[src/rtl/bp_be_rolly_replay_fifo_pkg.sv]
// Shared helpers for the rolly replay FIFO.
// Payload packing stays with the instantiator, so no typedefs live here.
package bp_be_rolly_replay_fifo_pkg;

  function automatic int max_int(input int a, input int b);
    return (a > b) ? a : b;
  endfunction

endpackage

[src/rtl/bsg_mem_1r1w.sv]
// One-write, one-read register file with asynchronous read and no reset.
module bsg_mem_1r1w #(
  parameter int width_p = 64,
  parameter int els_p   = 8,
  localparam int addr_width_lp = $clog2(els_p)
) (
  input  logic                     w_clk_i,
  input  logic                     w_v_i,
  input  logic [addr_width_lp-1:0] w_addr_i,
  input  logic [width_p-1:0]       w_data_i,
  input  logic [addr_width_lp-1:0] r_addr_i,
  output logic [width_p-1:0]       r_data_o
);

  logic [width_p-1:0] mem_r [els_p];

  always_ff @(posedge w_clk_i)
    if (w_v_i) mem_r[w_addr_i] <= w_data_i;

  assign r_data_o = mem_r[r_addr_i];

endmodule

[src/rtl/bp_be_rolly_replay_fifo.sv]
// Replay FIFO: dequeued entries stay resident until committed; a roll rewinds
// the read pointer to the commit pointer so uncommitted entries replay in order.
module bp_be_rolly_replay_fifo
  import bp_be_rolly_replay_fifo_pkg::*;
#(
  parameter int width_p          = 64,
  parameter int els_p            = 8,
  parameter int max_inflight_p   = els_p,
  parameter int ckpt_width_p     = 2,
  parameter int roll_cnt_width_p = 16
) (
  input  logic                        clk_i,
  input  logic                        reset_n_i,
  input  logic [width_p-1:0]          data_i,
  input  logic                        v_i,
  output logic                        ready_o,
  output logic [width_p-1:0]          data_o,
  output logic                        v_o,
  input  logic                        yumi_i,
  input  logic [ckpt_width_p-1:0]     ckpt_n_i,
  input  logic                        roll_v_i,
  input  logic                        clr_v_i,
  output logic [$clog2(els_p+1)-1:0]  inflight_o,
  output logic [$clog2(els_p+1)-1:0]  occupancy_o,
  output logic [roll_cnt_width_p-1:0] roll_count_o
);

  localparam int idx_w_lp = $clog2(els_p);
  localparam int ptr_w_lp = idx_w_lp + 1;
  localparam int cnt_w_lp = $clog2(els_p+1);
  localparam int cmp_w_lp = max_int(ckpt_width_p, ptr_w_lp);
  localparam logic [ptr_w_lp-1:0] els_lp    = ptr_w_lp'(els_p);
  localparam logic [ptr_w_lp-1:0] max_if_lp = ptr_w_lp'(max_inflight_p);

  logic [ptr_w_lp-1:0] wptr, rptr, cptr, wptr_n, rptr_n, cptr_n;
  logic [ptr_w_lp-1:0] occupancy, inflight, unread, commit_n;
  logic [cmp_w_lp-1:0] ckpt_ext, inflight_ext;
  logic [roll_cnt_width_p-1:0] roll_cnt;
  logic enq, over_commit, roll_eff;

  assign occupancy = wptr - cptr;
  assign inflight  = rptr - cptr;
  assign unread    = wptr - rptr;

  assign ready_o      = (occupancy != els_lp);
  assign v_o          = (unread != '0) && (inflight < max_if_lp);
  assign enq          = v_i & ready_o;
  assign inflight_o   = cnt_w_lp'(inflight);
  assign occupancy_o  = cnt_w_lp'(occupancy);
  assign roll_count_o = roll_cnt;

  // Commit is limited to entries already in flight at the start of the cycle.
  assign ckpt_ext     = cmp_w_lp'(ckpt_n_i);
  assign inflight_ext = cmp_w_lp'(inflight);
  assign over_commit  = ckpt_ext > inflight_ext;

  always_comb begin
    commit_n = ptr_w_lp'(ckpt_ext);
    if (clr_v_i || over_commit) commit_n = inflight;
    cptr_n = cptr + commit_n;
    rptr_n = rptr;
    if (roll_v_i)    rptr_n = cptr_n;
    else if (yumi_i) rptr_n = rptr + ptr_w_lp'(1);
    wptr_n = enq ? wptr + ptr_w_lp'(1) : wptr;
    // A roll counts if it undoes in-flight entries or swallows a same-cycle yumi.
    roll_eff = roll_v_i & ~clr_v_i & ((cptr_n != rptr) | yumi_i);
  end

  always_ff @(posedge clk_i or negedge reset_n_i) begin
    if (!reset_n_i) begin
      wptr     <= '0;
      rptr     <= '0;
      cptr     <= '0;
      roll_cnt <= '0;
    end else begin
      wptr <= wptr_n;
      rptr <= rptr_n;
      cptr <= cptr_n;
      if (roll_eff && roll_cnt != '1) roll_cnt <= roll_cnt + roll_cnt_width_p'(1);
    end
  end

  bsg_mem_1r1w #(.width_p(width_p), .els_p(els_p)) mem (
    .w_clk_i  (clk_i),
    .w_v_i    (enq),
    .w_addr_i (wptr[idx_w_lp-1:0]),
    .w_data_i (data_i),
    .r_addr_i (rptr[idx_w_lp-1:0]),
    .r_data_o (data_o)
  );

  a_yumi_without_v: assert property (@(posedge clk_i) disable iff (!reset_n_i) yumi_i |-> v_o);
  a_over_commit:    assert property (@(posedge clk_i) disable iff (!reset_n_i) !over_commit);
  a_occupancy:      assert property (@(posedge clk_i) disable iff (!reset_n_i) occupancy <= els_lp);

endmodule

[config.mk]
export PLATFORM = sky130hd
export DESIGN_NAME = bp_be_rolly_replay_fifo
export DESIGN_NICKNAME = d
export VERILOG_FILES = /design/src/rtl/bp_be_rolly_replay_fifo_pkg.sv /design/src/rtl/bsg_mem_1r1w.sv /design/src/rtl/bp_be_rolly_replay_fifo.sv
export SDC_FILE = /design/constraint.sdc
export NUM_CORES = 1
export LEC_CHECK = 0
export CAP_MARGIN = 20
export CORE_UTILIZATION = 63
export DETAILED_ROUTE_END_ITERATION = 8
export GPL_ROUTABILITY_DRIVEN = 0
export MAX_ROUTING_LAYER = met4
export PLACE_DENSITY = 0.88
export SETUP_SLACK_MARGIN = 0.3
export SLEW_MARGIN = 20
export SYNTH_ARGS = -nofsm -noshare
export SYNTH_HDL_FRONTEND = slang
export SYNTH_HIERARCHICAL = 1
export SYNTH_SLANG_ARGS = --single-unit
[constraint.sdc]
create_clock -name clk_i -period 10.95 [get_ports clk_i]
set_input_delay 3.285 -clock clk_i [delete_from_list [all_inputs] [get_ports clk_i]]
set_output_delay 3.285 -clock clk_i [all_outputs]
set_load 0.02 [all_outputs]
# ---- Word level (Yosys, flattened, before mapping)
# Memory sizes are Yosys's and may differ from the RTL's.
# Index checks and enable logic that the tools add are counted.
dict set report classes {
  n_addsub 7
  multipliers 0
  div_mod_pow 0
  magnitude_cmp 2
  n_eq_ne 3
  n_shift 0
  mux 5
  n_bitwise 5
  n_reduce_logical 5
}
# operator count
set ops {}
lappend ops {{$add A16 B1 Y16 const B} 1}
lappend ops {{$ne A16 B16 Y1 const B} 1}
lappend ops {{$mux W4} 3}
lappend ops {{$sub A4 B4 Y4} 3}
lappend ops {{$add A4 B1 Y4 const B} 2}
lappend ops {{$add A4 B4 Y4} 1}
lappend ops {{$gt A2 B4 Y1} 1}
lappend ops {{$lt A4 B4 Y1 const B} 1}
lappend ops {{$ne A4 B4 Y1} 1}
lappend ops {{$ne A4 B4 Y1 const B} 1}
lappend ops {{$reduce_bool A4 Y1} 1}
lappend ops {{$and A1 B1 Y1} 3}
lappend ops {{$logic_and A1 B1 Y1} 2}
lappend ops {{$mux W1} 2}
lappend ops {{$reduce_bool A2 Y1} 1}
lappend ops {{$logic_or A1 B1 Y1} 1}
lappend ops {{$not A1 Y1} 1}
lappend ops {{$or A1 B1 Y1} 1}
dict set report word_totals {
  regBits 28
  latch_bits 0
  ramBits 512
  romBits 0
  input_bits 72
  output_inout_bits 90
  word_cells 32
  n_memories 1
}
# name words width rd rd_clocked_by_memory_dff wr line
set mem_list {}
lappend mem_list {mem.mem_r 8 64 1 0 1 bsg_mem_1r1w.sv:15} ;# logic [width_p-1:0] mem_r [els_p];

# ---- Logic depth before layout (Yosys ltp)
# Gate-level depths: netlist of the first run.
dict set report depth {
  depth_word 9
  depth_mapped 18
  mapped_depth_nobuf 17
}

# ---- By module
# The synthesis of the first run kept the hierarchy.
# module n_inst cells_per_inst area_each_um2 seq_area_each_um2
set by_module_without_submodules {}
lappend by_module_without_submodules {bsg_mem_1r1w 1 752 19266.0 15374.7}
lappend by_module_without_submodules {bp_be_rolly_replay_fifo 1 199 1993.2 700.7}

# ---- Worst setup path before layout of the first run
# Ideal clock, no wire load.
dict set report synth_path {
  kind {input port to flip-flop}
  startpoint {input port v_i}
  endpoint {memory mem.mem_r[0][0] (enable)}
  setup_ns 0.565
  t_arrival_ns 7.982
  required_time_ns 10.385
  path_slack_ns 2.403
  cell_stages 3
  path_buffers 0
  path_cell_list {a21boi_2 -> nand2b_1 -> nor3_1}
}
dict set report synth_between {
  elab_chain_len 3
}
# element line
set synth_lines {}
lappend synth_lines {{start, declared} bp_be_rolly_replay_fifo.sv:15} ;# input logic v_i,
lappend synth_lines {{$and A1 B1 Y1} bp_be_rolly_replay_fifo.sv:47} ;# assign enq = v_i & ready_o;
lappend synth_lines {{$mux W1} bsg_mem_1r1w.sv:18} ;# if (w_v_i) mem_r[w_addr_i] <= w_data_i;
lappend synth_lines {{$mux W1 (not written as such)} bsg_mem_1r1w.sv:18}
lappend synth_lines {{end, declared} bsg_mem_1r1w.sv:15}
# Every way passes these cells.

# ---- Worst setup path in the final report of the first run
dict set report layout_path {
  startpoint {register rptr[2]}
  endpoint {output port data_o[52]}
}
dict set report layout_between {
  elab_chain_len 1
}
# element line
set layout_lines {}
lappend layout_lines {{start, declared} bp_be_rolly_replay_fifo.sv:35} ;# logic [ptr_w_lp-1:0] wptr, rptr, cptr, wptr_n, rptr_n, cptr_n;
lappend layout_lines {{start signal, assigned} bp_be_rolly_replay_fifo.sv:77} ;# rptr <= rptr_n;
lappend layout_lines {{$mem_v2 Z8 W64} --}
lappend layout_lines {{end, declared} bp_be_rolly_replay_fifo.sv:17} ;# output logic [width_p-1:0] data_o,
# Every way passes these cells.

==> run_results.csv, run 1 <==
group,metric,value,unit
cts,cts_hold_buf,0,
power,p_switching,2.45,mW
cells_and_area,design_area,25100,um^2
logic_synthesis,synthMuxAreaShare,17.1,%
route,num_vias,10200,
power,combPwrFrac,38.7,%
cts,cts_resized,0,
power,cellPowerDensity,301,nW/um^2
cts,cts_root_buf,"clkbuf_16",
cts,clkLatencyLatePin,560,ps
floorplanning,core,32900,um^2
route,via_per_inst,6.26,
floorplanning,die-area,34500,um^2
route,antenna_left,0,
global_routing,antenna_found_initial,2,
global_routing,grt_max_degree,129,
logic_synthesis,synth_top_family_by_area,"multiplexers",
floorplanning,io_pins,162,
cts,cts_tree,"yes",
placed_design,place_area,23300,um^2
sta,fmax,139,MHz
logic_synthesis,synth_xor_area_share,1.48,%
power,p_int,5.09,mW
power,p_clk_share,23.6,%
route,drt_iter0_markers,881,
placed_design,place_hpwl,21.2,mm
global_routing,grt_pass1_vias,10900,
global_routing,grt_usage,27.0,%
logic_synthesis,syn_area_per_cell,22.4,um^2
logic_synthesis,yosysSeqAreaShare,75.6,%
sta,finalCritPeriodShare,65.5,%
sta,setup_viol,0,
logic_synthesis,synth.area.top_cells,"edfxtp_1 (72%), mux4_2 (14%), mux2_2 (3.5%)",
sta,grt_setup_unrepaired,"false",
logic_synthesis,synth_top_area_share,72.3,%
power,swShare,32.5,%
logic_synthesis,synth_common_cells,"edfxtp_1 (512), mux4_2 (128), mux2_2 (66)",
worst_setup_path,cp_num_buf_inv,2,
logic_synthesis,synth-compound-area-share,0.977,%
cells_and_area,drive_gt1_share,25.6,%
cts,h-tree-depth,2,
global_routing,grtUsageMet2,44.4,%
route,drt-total-wl,44.1,mm
logic_synthesis,synth_seq_cells,540,
power,seqPwrFrac,37.7,%
floorplanning,initial_core_util,64.7,%
logic_synthesis,synthFlopType,"edfxtp_1",
status,status,"complete, no violations",
worst_setup_path,cp_data_required_time,7670,ps
global_routing,use_met1,34.2,%
logic_synthesis,synth_most_common_cell,"edfxtp_1",
cts,clock-sinks,540,
logic_synthesis,synth-async-reset-ratio,5.19,%
cells_and_area,final_nets,1232,
logic_synthesis,synthDistinctLibCells,45,
placed_design,place_inst,1527,
power,vdd_drop_max,0.331,mV
worst_setup_path,slowest_stage,"dfrtp_4",
cts,postCtsSetupRepairBufs,0,
worst_setup_path,critPathKind,"reg2out",
worst_setup_path,worstPathMaxFanout,78,
sta,hold_viol,0,
placed_design,io_buffers,161,
floorplanning,die_h,186,um
floorplanning,core.rowCount,66,
sta,final.setup_skew,11.6,ps
cts,path_clk_slew,60,ps
logic_synthesis,synth_area,21300,um^2
route,drc,0,
global_routing,grt-ovfl-total,0,
worst_setup_path,cp.arrival,3890,ps
logic_synthesis,yosys.area_share.adder,1.28,%
global_routing,grt_busiest_layer,"met2",
logic_synthesis,yosys.area_share.simple,2.05,%
worst_setup_path,endpoint_kind,"output port",
route,dr.pass1.iters,5,
power,total_leakage_power,8.15,nW
logic_synthesis,yosysTopAreaCell,"edfxtp_1",
worst_setup_path,crit_chain,"buf_4 > mux4_2 > mux2_2 > clkdlybuf4s50_1",
sta,worst_slew_pin_slew,1130,ps
cts,cts_buffers,52,
sta,final_max_slew_viol_count,0,
floorplanning,die_w,186,um
logic_synthesis,ys.warnings.count,6,
global_routing,grtUsageMet3,6.07,%
worst_setup_path,cp-start-kind,"flip-flop",
worst_setup_path,cpPeakStageDelay,960,ps
global_routing,grt_pass1_wl,65.1,mm
worst_setup_path,critical-path-top-delay-family,"buffers and inverters",
logic_synthesis,synth_edf_count,512,
logic_synthesis,syn-num-nets,1043,
cells_and_area,area_growth,18.0,%
sta,tns,0,ps
logic_synthesis,syn-instance-count,951,
cts,cts_buffer_depth,3,
sta,max_slew_margin,24.7,%
min_path,hold_class,"reg2reg",
cells_and_area,fin_cells,1626,
job,cap_violations,0,
sta,fin_crit,7180,ps
route,post_drt_wl_per_cell,27.1,um
==> kinds of logic after synthesis <==
logic type,Yosys count
AOI/OAI and AO/OA,27
xor gates and xnor gates,35
adders and majority gates,20
buffers and inverters,56
DFF,540
muxes,195
and+or+nand+nor,78
==> placed cells by master (no fill, tap or decap), types with 4 or more instances in the layout <==
cell type / netlist / routed
ha_1: 17 / 17
a21oi_1: 6 / 6
clkdlybuf4s50_1: 0 / 161
clkinv_2: 0 / 8
clkbuf_1: 12 / 5
mux2_2: 66 / 66
xnor2_1: 24 / 24
buf_4: 3 / 12
bufinv_16: 0 / 7
nand3_1: 12 / 12
mux4_2: 128 / 128
nand4_1: 7 / 7
nor2_4: 0 / 6
o21ai_0: 6 / 6
xor2_1: 10 / 10
edfxtp_1: 512 / 512
dfrtp_1: 28 / 25
and3_1: 8 / 8
nand2_1: 16 / 16
clkinv_1: 0 / 17
inv_1: 16 / 16
clkbuf_16: 0 / 53
and4_1: 4 / 4
nand2b_1: 5 / 5
==> cell type report <==
| type | count | area, um^2 |
|---|---|---|
| fill | 1716 | 7790 |
| antenna | 3 | 7.51 |
| tap | 442 | 553 |
| multi-input combinational | 355 | 4920 |
| timing repair buffer | 175 | 1750 |
| clock buffer | 58 | 1350 |
| sequential | 540 | 16100 |
| inverter | 16 | 60.1 |
| clock inverter | 37 | 355 |
==> worst register-to-register path: stages, from the launching register on <==
cell,delay [ps]
dfrtp_4,530
inv_1,80
ha_1,160
inv_1,50
fa_1,560
inv_1,80
ha_1,290
nor2b_1,130
o21ai_0,350
a211o_1,160
nand3_1,70
ha_1,230
fa_1,500
xor2_1,170
nor3_1,300
o211ai_4,250
nand2_2,140
mux2_2,330
==> routing by layer <==
metal | routed length [um] | vias up | share of wire (%)
li1 | - | 4343 | -
met1 | 16700 | 5302 | 38
met2 | 22600 | 461 | 51
met3 | 3660 | 75 | 8.3
met4 | 1090 | 0 | 2.5
met5 | 0 | - | 0
==> final timing paths <==
path                       slack, ps             from  depth (start not counted)              end
min reg2reg                      500  roll_count_o[7]                          1  roll_count_o[7]
min                              500  roll_count_o[7]                          1  roll_count_o[7]
min in group asynchronous       3110        reset_n_i                          2  roll_count_o[0]
max in group asynchronous       7530        reset_n_i                          2          rptr[0]
max reg2reg                     6450          rptr[0]                         17  roll_count_o[1]
max                             3770          rptr[2]                          4       data_o[52]
==> through the flow <==
stage | hold WS, ps | worst slack, ps | power [mW] | utilization, %
after floorplan | 522 | 2400 | 4.76 | -
after global placement | 482 | 4310 | 5.66 | 71.0
after detailed placement | 484 | 4180 | 5.74 | 71.0
after CTS | 497 | 3800 | 7.58 | 76.2
after global routing | 513 | 3700 | 7.86 | 76.3
final | 497 | 3770 | 7.55 | 76.3
==> power by group through the flow <==
| stage | Combinational, mW | Sequential (mW) | Clock, mW |
|---|---|---|---|
| final | 2.92 | 2.84 | 1.78 |
| after global routing | 3.11 | 2.87 | 1.88 |
| after CTS | 2.94 | 2.85 | 1.80 |
| after detailed placement | 2.87 | 2.87 | 0 |
| after global placement | 2.83 | 2.84 | 0 |
| after floorplan | 1.94 | 2.82 | 0 |
==> registers in the layout (all words and copies together) (netlist names) <==
name          count
cptr              4
wptr              4
mem/mem_r       512
roll_count_o     16
rptr              4
Note: power is estimated with default switching activity, not from simulation.
==> run 2, diff against run 1 <==
--- a/config.mk
+++ b/config.mk
@@ -6,11 +6,11 @@
 export NUM_CORES = 1
 export LEC_CHECK = 0
 export CAP_MARGIN = 20
-export CORE_UTILIZATION = 63
+export CORE_UTILIZATION = 58
 export DETAILED_ROUTE_END_ITERATION = 8
 export GPL_ROUTABILITY_DRIVEN = 0
 export MAX_ROUTING_LAYER = met4
-export PLACE_DENSITY = 0.88
+export PLACE_DENSITY = 0.82
 export SETUP_SLACK_MARGIN = 0.3
 export SLEW_MARGIN = 20
 export SYNTH_ARGS = -nofsm -noshare
==> constraint.sdc (replaced) <==
create_clock -name clk_i -period 7.5 [get_ports clk_i]
set_input_delay 2.25 -clock clk_i [delete_from_list [all_inputs] [get_ports clk_i]]
set_output_delay 2.25 -clock clk_i [all_outputs]
set_load 0.02 [all_outputs]
==> run_results.csv, run 2 (synthesis gave the netlist of run 1 again) <==
group,metric,value,unit
cells_and_area,final_nets,1238,
cts,h-tree-depth,2,
min_path,holdPathStages,1,
cts,clock-sinks,540,
sta,layout_setup_ws,1730,ps
worst_setup_path,cp-start-kind,"flip-flop",
placed_design,place_hpwl,21.9,mm
cells_and_area,final_common_cell,"edfxtp_1",
sta,tns,0,ps
cts,cts_root_buf,"clkbuf_16",
placed_design,io_buffers,161,
placed_design,pre_cts_ws,1740,ps
floorplanning,core,35800,um^2
min_path,hold_class,"reg2reg",
sta,hold_viol,0,
sta,final.setup_skew,12.7,ps
floorplanning,die_h,193,um
cells_and_area,area_growth,18.3,%
floorplanning,die-area,37400,um^2
route,drt-total-wl,41.2,mm
route,drc,24,
route,drt_iter0_markers,883,
global_routing,grt_pass1_vias,10700,
cts,cts_buffer_depth,3,
cts,postCtsSetupRepairBufs,0,
cts,cts_buffers,52,
sta,finalCritPeriodShare,77.0,%
power,p_total,10.9,mW
sta,max_slew_margin,26.0,%
worst_setup_path,critical-path-top-delay-family,"buffers and inverters",
power,total_leakage_power,8.17,nW
floorplanning,initial_core_util,59.3,%
cells_and_area,fin_cells,1655,
sta,worst_slew_pin_slew,1110,ps
route,dr.pass1.iters,8,
status,status,"complete, but fails checks",
cts,cts_tree,"yes",
floorplanning,die_w,193,um
route,antenna_left,0,
cts,clkLatencyLatePin,570,ps
cts,cts_resized,0,
sta,final_max_slew_viol_count,0,
route,via_per_inst,6.00,
worst_setup_path,crit_chain,"buf_4 > mux4_2 > mux2_2 > clkdlybuf4s50_1",
cts,cts_hold_buf,0,
route,num_vias,9929,
worst_setup_path,slowest_stage,"dfrtp_4",
cells_and_area,top_register,"mem/mem_r",
worst_setup_path,cp_num_buf_inv,2,
worst_setup_path,reg2reg_depth,17,
cts,path_clk_slew,60,ps
sta,fin_crit,5770,ps
worst_setup_path,endpoint_kind,"output port",
worst_setup_path,crit_cells,4,
worst_setup_path,cp_data_required_time,5250,ps
status,violations,"design-rule violations",
worst_setup_path,worstPathMaxFanout,44,
worst_setup_path,cp.arrival,3520,ps
sta,fmax,173,MHz
job,cap_violations,0,
global_routing,grt-ovfl-total,0,
floorplanning,io_pins,162,
worst_setup_path,critPathKind,"reg2out",
power,cellPowerDensity,432,nW/um^2
global_routing,grt_pass1_wl,63.2,mm
route,post_drt_wl_per_cell,24.9,um
power,vdd_drop_max,0.563,mV
sta,setup_viol,0,
global_routing,grt_max_degree,109,
global_routing,antenna_found_initial,5,
cells_and_area,largest_reg_flops,512,
sta,whs,511,ps
floorplanning,core.rowCount,69,
worst_setup_path,cpPeakStageDelay,1020,ps
cells_and_area,drive_gt1_share,26.0,%
global_routing,grt_usage,23.3,%
placed_design,place_inst,1552,
cells_and_area,final_cell_mix,"edfxtp_1 (512), clkdlybuf4s50_1 (161), mux4_2 (128), mux2_2 (66), clkbuf_16 (53)",
sta,grt_setup_unrepaired,"false",
[run 2: layout make-up]
cell class / instances / area, um^2
inverter: 16 / 60.1
clock inverter: 29 / 248
clock buffer: 67 / 1390
multi-input combinational: 355 / 4930
sequential: 540 / 16100
tap: 461 / 577
timing repair buffer: 181 / 1840
antenna: 6 / 15.0
fill: 2078 / 10700
[run 2: final timing paths]
kind / to / startpoint / slack, ps
worst max-delay path: data_o[15] / rptr[0] / 1730
worst min-delay path: roll_count_o[13] / roll_count_o[13] / 510
worst max register to register: roll_count_o[1] / rptr[0] / 2410
worst min register to register: roll_count_o[13] / roll_count_o[13] / 510
max in group asynchronous: rptr[2] / reset_n_i / 5120
min in group asynchronous: roll_count_o[14] / reset_n_i / 2070
[run 2: worst register-to-register path: cells and delay by family (launching register included)]
kind | cells | cell delay (ps)
fa+ha+maj | 5 | 1690
flops | 1 | 1020
compound gates | 3 | 820
simple gates | 4 | 670
mux | 1 | 330
buf+inv | 3 | 290
xor+xnor | 1 | 170
[run 2: routing by layer]
layer	up-vias	GRT usage (%)	wire length, um
met1	5158	31.0	16600
met3	55	5.25	3140
met2	366	36.9	20700
met4	0	6.04	768
met5	-	-	0
li1	4350	-	-
[run 2: power breakdown]
part	switching, mW	internal, mW
combinational	2.14	2.04
clock	1.06	1.44
sequential	0.308	3.88
[run 2: stage by stage]
step                instance area [um^2]  utilization, %
detailed placement                 23500            65.5
floorplan                          21300               -
finish                             25100            70.2
global route                       25100            70.2
CTS                                25100            70.1
global placement                   23400            65.4
